**config.mk**
```make
export PLATFORM = sky130hd
export DESIGN_NAME = dsp_accumulator
export DESIGN_NICKNAME = d
export VERILOG_FILES = /design/src/rtl/dsp_accumulator.sv
export SDC_FILE = /design/constraint.sdc
export NUM_CORES = 1
export LEC_CHECK = 0
export BUFFER_PORTS_ARGS = -buffer_cell sky130_fd_sc_hd__buf_2
export CELL_PAD_IN_SITES_DETAIL_PLACEMENT = 1
export CELL_PAD_IN_SITES_GLOBAL_PLACEMENT = 2
export CORE_AREA = 5 5 103 105
export DETAILED_ROUTE_END_ITERATION = 8
export DIE_AREA = 0 0 108 110
export GPL_TIMING_DRIVEN = 1
export HOLD_SLACK_MARGIN = 0.15
export PLACE_DENSITY_LB_ADDON = 0.12
export SYNTH_ARGS = -nofsm -noshare
export SYNTH_HDL_FRONTEND = slang
export SYNTH_SLANG_ARGS = --single-unit
export TNS_END_PERCENT = 1
```
**constraint.sdc**
```tcl
create_clock -name clk -period 2.84 [get_ports clk]
set_input_delay 0.426 -clock clk [delete_from_list [all_inputs] [get_ports clk]]
set_output_delay 0.426 -clock clk [all_outputs]
set_load 0.1 [all_outputs]
```
**src/rtl/dsp_accumulator.sv**
```systemverilog
// Running-sum accumulator with sticky unsigned-carry and signed-overflow status.
// The result either wraps modulo 2^WIDTH or clamps at all-ones when SATURATE is set.
module dsp_accumulator #(
    parameter int WIDTH    = 32,
    parameter bit SATURATE = 1'b0
) (
    input  logic             clk,
    input  logic             reset,
    input  logic [WIDTH-1:0] in,
    output logic [WIDTH-1:0] out,
    output logic             carry,
    output logic             ovf
);

    logic [WIDTH:0]   sum_s;
    logic             c_s;
    logic             ovf_s;
    logic [WIDTH-1:0] next_s;

    // Form the widened sum and decide the next accumulator value and flag events
    always_comb begin
        sum_s  = {1'b0, out} + {1'b0, in};
        c_s    = sum_s[WIDTH];
        // Signed overflow: like-signed operands producing a result of the other sign
        ovf_s  = (out[WIDTH-1] == in[WIDTH-1]) && (sum_s[WIDTH-1] != out[WIDTH-1]);
        if ((SATURATE != 1'b0) && c_s) begin
            next_s = {WIDTH{1'b1}};
        end else begin
            next_s = sum_s[WIDTH-1:0];
        end
    end

    // Accumulator and sticky flag registers with synchronous active-low clear
    always_ff @(posedge clk) begin
        if (!reset) begin
            out   <= {WIDTH{1'b0}};
            carry <= 1'b0;
            ovf   <= 1'b0;
        end else begin
            out   <= next_s;
            carry <= carry | c_s;
            ovf   <= ovf | ovf_s;
        end
    end

endmodule

```
==> out/qor.yml <==
grt:
  grt_pass1_vias: 2874
  grt_first_pass_wirelength_mm: 14.2
  met1_usage_pct: 19.0
  grt_max_degree: 27
  gr-usage-met3_pct: 2.21
  grt_overflow_total: 0
  antenna_found_initial: 0
  grtUsageTotal_pct: 15.1
  use_met2_pct: 26.8
  grt.busiest_layer: "met2"
synthesis:
  synth_fp_nets: 421
  async_flop_share_pct: 0
  synth_area_leaders: "dfxtp_1 (24%), ha_1 (14%), a21oi_1 (5.6%), and2_1 (5.4%), nand2_1 (4.6%)"
  yosys-top-cells-count: "dfxtp_1 (34), nand2_1 (34), ha_1 (32)"
  avgSynthCellArea_um2: 7.88
  syn_area_um2: 2790
  yosysTopAreaCell: "dfxtp_1"
  yosys.area.top_type_share_pct: 24.4
  yosysSeqAreaShare_pct: 24.4
  synth-edff-count: 0
  synthFlopType: "dfxtp_1"
  postSynthCellCount: 354
  synth_cell_types: 52
  yosysWarnings: 0
  synth-seq-cells: 34
critical_path:
  critPathSlowestCell: "fa_1"
  worstSetupPathType: "register to register"
  r2r_start: "out[0]"
  critPathTopFamily: "compound AO/OA/AOI/OAI gates"
  critPathBufInv: 0
  endpoint_kind: "register"
  path_cells: "ha_1 > fa_1 > a21oi_1 > o22ai_1 > a2bb2oi_2 > o2111ai_2 > a31o_2 > o21ai_0 > mux2i_1"
  slowest_delay_ns: 0.41
  worstRegToRegCells: 9
  ff2ff_setup_slack_ns: 0.42
  cp_max_fo: 4
  reg2reg_to: "out[26]"
  critPathLaunchType: "register"
  critPathArrivalTime_ns: 2.60
  crit_required_ns: 3.02
min_path:
  hold_class: "primary input to register"
  min_from: "in[0]"
  min_to: "out[0]"
  min_path_cells: 3
timing:
  final-setup-viol-count: 0
  worst_pin_slew_ns: 0.508
  slew_headroom_pct: 66.4
  rsz0062_at_grt: "false"
  hold_viol: 0
  fin_crit_sh_pct: 85.3
  skew_ns: 0.00659
  fmax_ghz: 0.413
  tns_ns: 0
  period_needed_ns: 2.42
  slew_viol_final: 0
clocking:
  hold_buffers: 0
  root_buffer: "clkbuf_8"
  cts_resized: 0
  clk_path_buf_depth: 2
  cts_tree: "yes"
  cts_sinks: 34
  path_clk_slew_ns: 0.08
  htree_levels: 2
  numCtsBuffers: 5
  clock_latency_ns: 0.29
  post_cts_buffers: 0
finish:
  seq_area_um2: 689
  multi_input_area_um2: 1970
  fill_cells: 1225
  diodes: 0
  syn2layout_area_growth_pct: 21.9
  drive_above_1_share_pct: 24.8
  nNetsFinal: 489
detailed_routing:
  wl_mm: 8.72
  dr.pass1.iters: 4
  dr_total_vias: 2752
  drtIter0Drc: 59
  route.detailed.drc: 0
  vias_per_cell: 4.95
  antenna_left: 0
  post_drt_wl_per_cell_um: 15.7
placed_design:
  hpwlAfterDp_mm: 7.17
  io_buffers: 67
  routabilityCongestion: 0.763
floorplan:
  floorplan.rows: 36
  start_util_pct: 29.2
  pin_count: 68
  die_h_um: 110
  die_area_um2: 11900
  coreArea_um2: 9550
  die_w_um: 108
run:
  drv_cap: 0
outcome:
  status: "finished, final reports clean"
## registers in the layout, indices dropped and copies added, names as in the netlist
signal / count
ovf: 1
out: 32
carry: 1
## final cells by class
class / count / share of cell area [%]
clock buffers: 7 / 2.54
clock inverters: 1 / 0.147
inverters: 13 / 1.43
multi-input cells: 288 / 58.0
flip-flops and latches: 34 / 20.3
well taps: 133 / 4.89
repair buffers: 80 / 12.7
## placed cells by master, fill, tap and decap left out, types with 2 or more instances in the layout
cell      Yosys  layout
inv_1        12      12
o211ai_1      4       4
nand2_1      34      34
xnor2_1      14      14
a21o_1        9       9
nor3b_1       2       2
dfxtp_1      34      27
a31oi_1       8       8
nand3_1      13      13
dfxtp_2       0       7
a21oi_2       4       4
a41oi_1       3       3
o21a_1        4       4
a21oi_1      31      31
and3_1        5       5
buf_4         0      13
a31o_2        2       2
ha_1         32      32
buf_2         6      67
xor2_1        7       7
clkbuf_8      0       6
o21ai_1       2       2
o21ai_0      24      24
nor3_1        3       3
or3_1         2       2
nand2b_1      8       8
and2_1       24      24
nor2_1       20      20
mux2i_1       5       5
nand4_1       7       7
## routing by layer
metal / vias up / wire (um)
li1: 1404 / -
met1: 1301 / 4050
met2: 40 / 4320
met3: 7 / 256
met4: 0 / 92
met5: - / 0
## cell families (layout without fill, tap and decap cells)
kind of cell               after synthesis  after routing  synth area share [%]
muxes                                    5              5                  1.79
AOI/OAI and AO/OA                      108            108                  25.5
buffers and inverters                   32            101                  4.89
adders and majority gates               33             33                  15.1
xor gates and xnor gates                21             21                  6.60
and+or+nand+nor                        121            121                  21.8
DFF                                     34             34                  24.4
## stage by stage
step           util [%]  area (um^2)  instances  hold WS [ns]  setup slack, ns
2_1_floorplan         -         2800        354         0.582           0.0126
3_3_place_gp       34.7         3310        548         0.507            0.220
3_5_place_dp       34.7         3310        548         0.503            0.150
4_1_cts            35.6         3400        556         0.468            0.372
5_1_grt            35.6         3400        556         0.467            0.221
6_report           35.6         3400        556         0.478            0.418
## worst reg2reg max path, cell delays in order, from the launching register on
cell,delay (ns)
dfxtp_1,0.32
ha_1,0.21
fa_1,0.41
a21oi_1,0.24
o22ai_1,0.16
a2bb2oi_2,0.20
o2111ai_2,0.26
a31o_2,0.25
o21ai_0,0.12
mux2i_1,0.14
## worst max path at each step
stage              end  slack, ns   start  cells after the start
2_1_floorplan  out[31]       0.01  out[6]                      8
3_3_place_gp   out[26]       0.22   in[0]                     10
3_5_place_dp     carry       0.15   in[0]                     10
4_1_cts        out[26]       0.37  out[0]                      9
5_1_grt        out[26]       0.22  out[0]                      9
6_report       out[26]       0.42  out[0]                      9
Power is not shown: default switching activity piles up to over one toggle a cycle in this logic, so the estimate is an artifact.
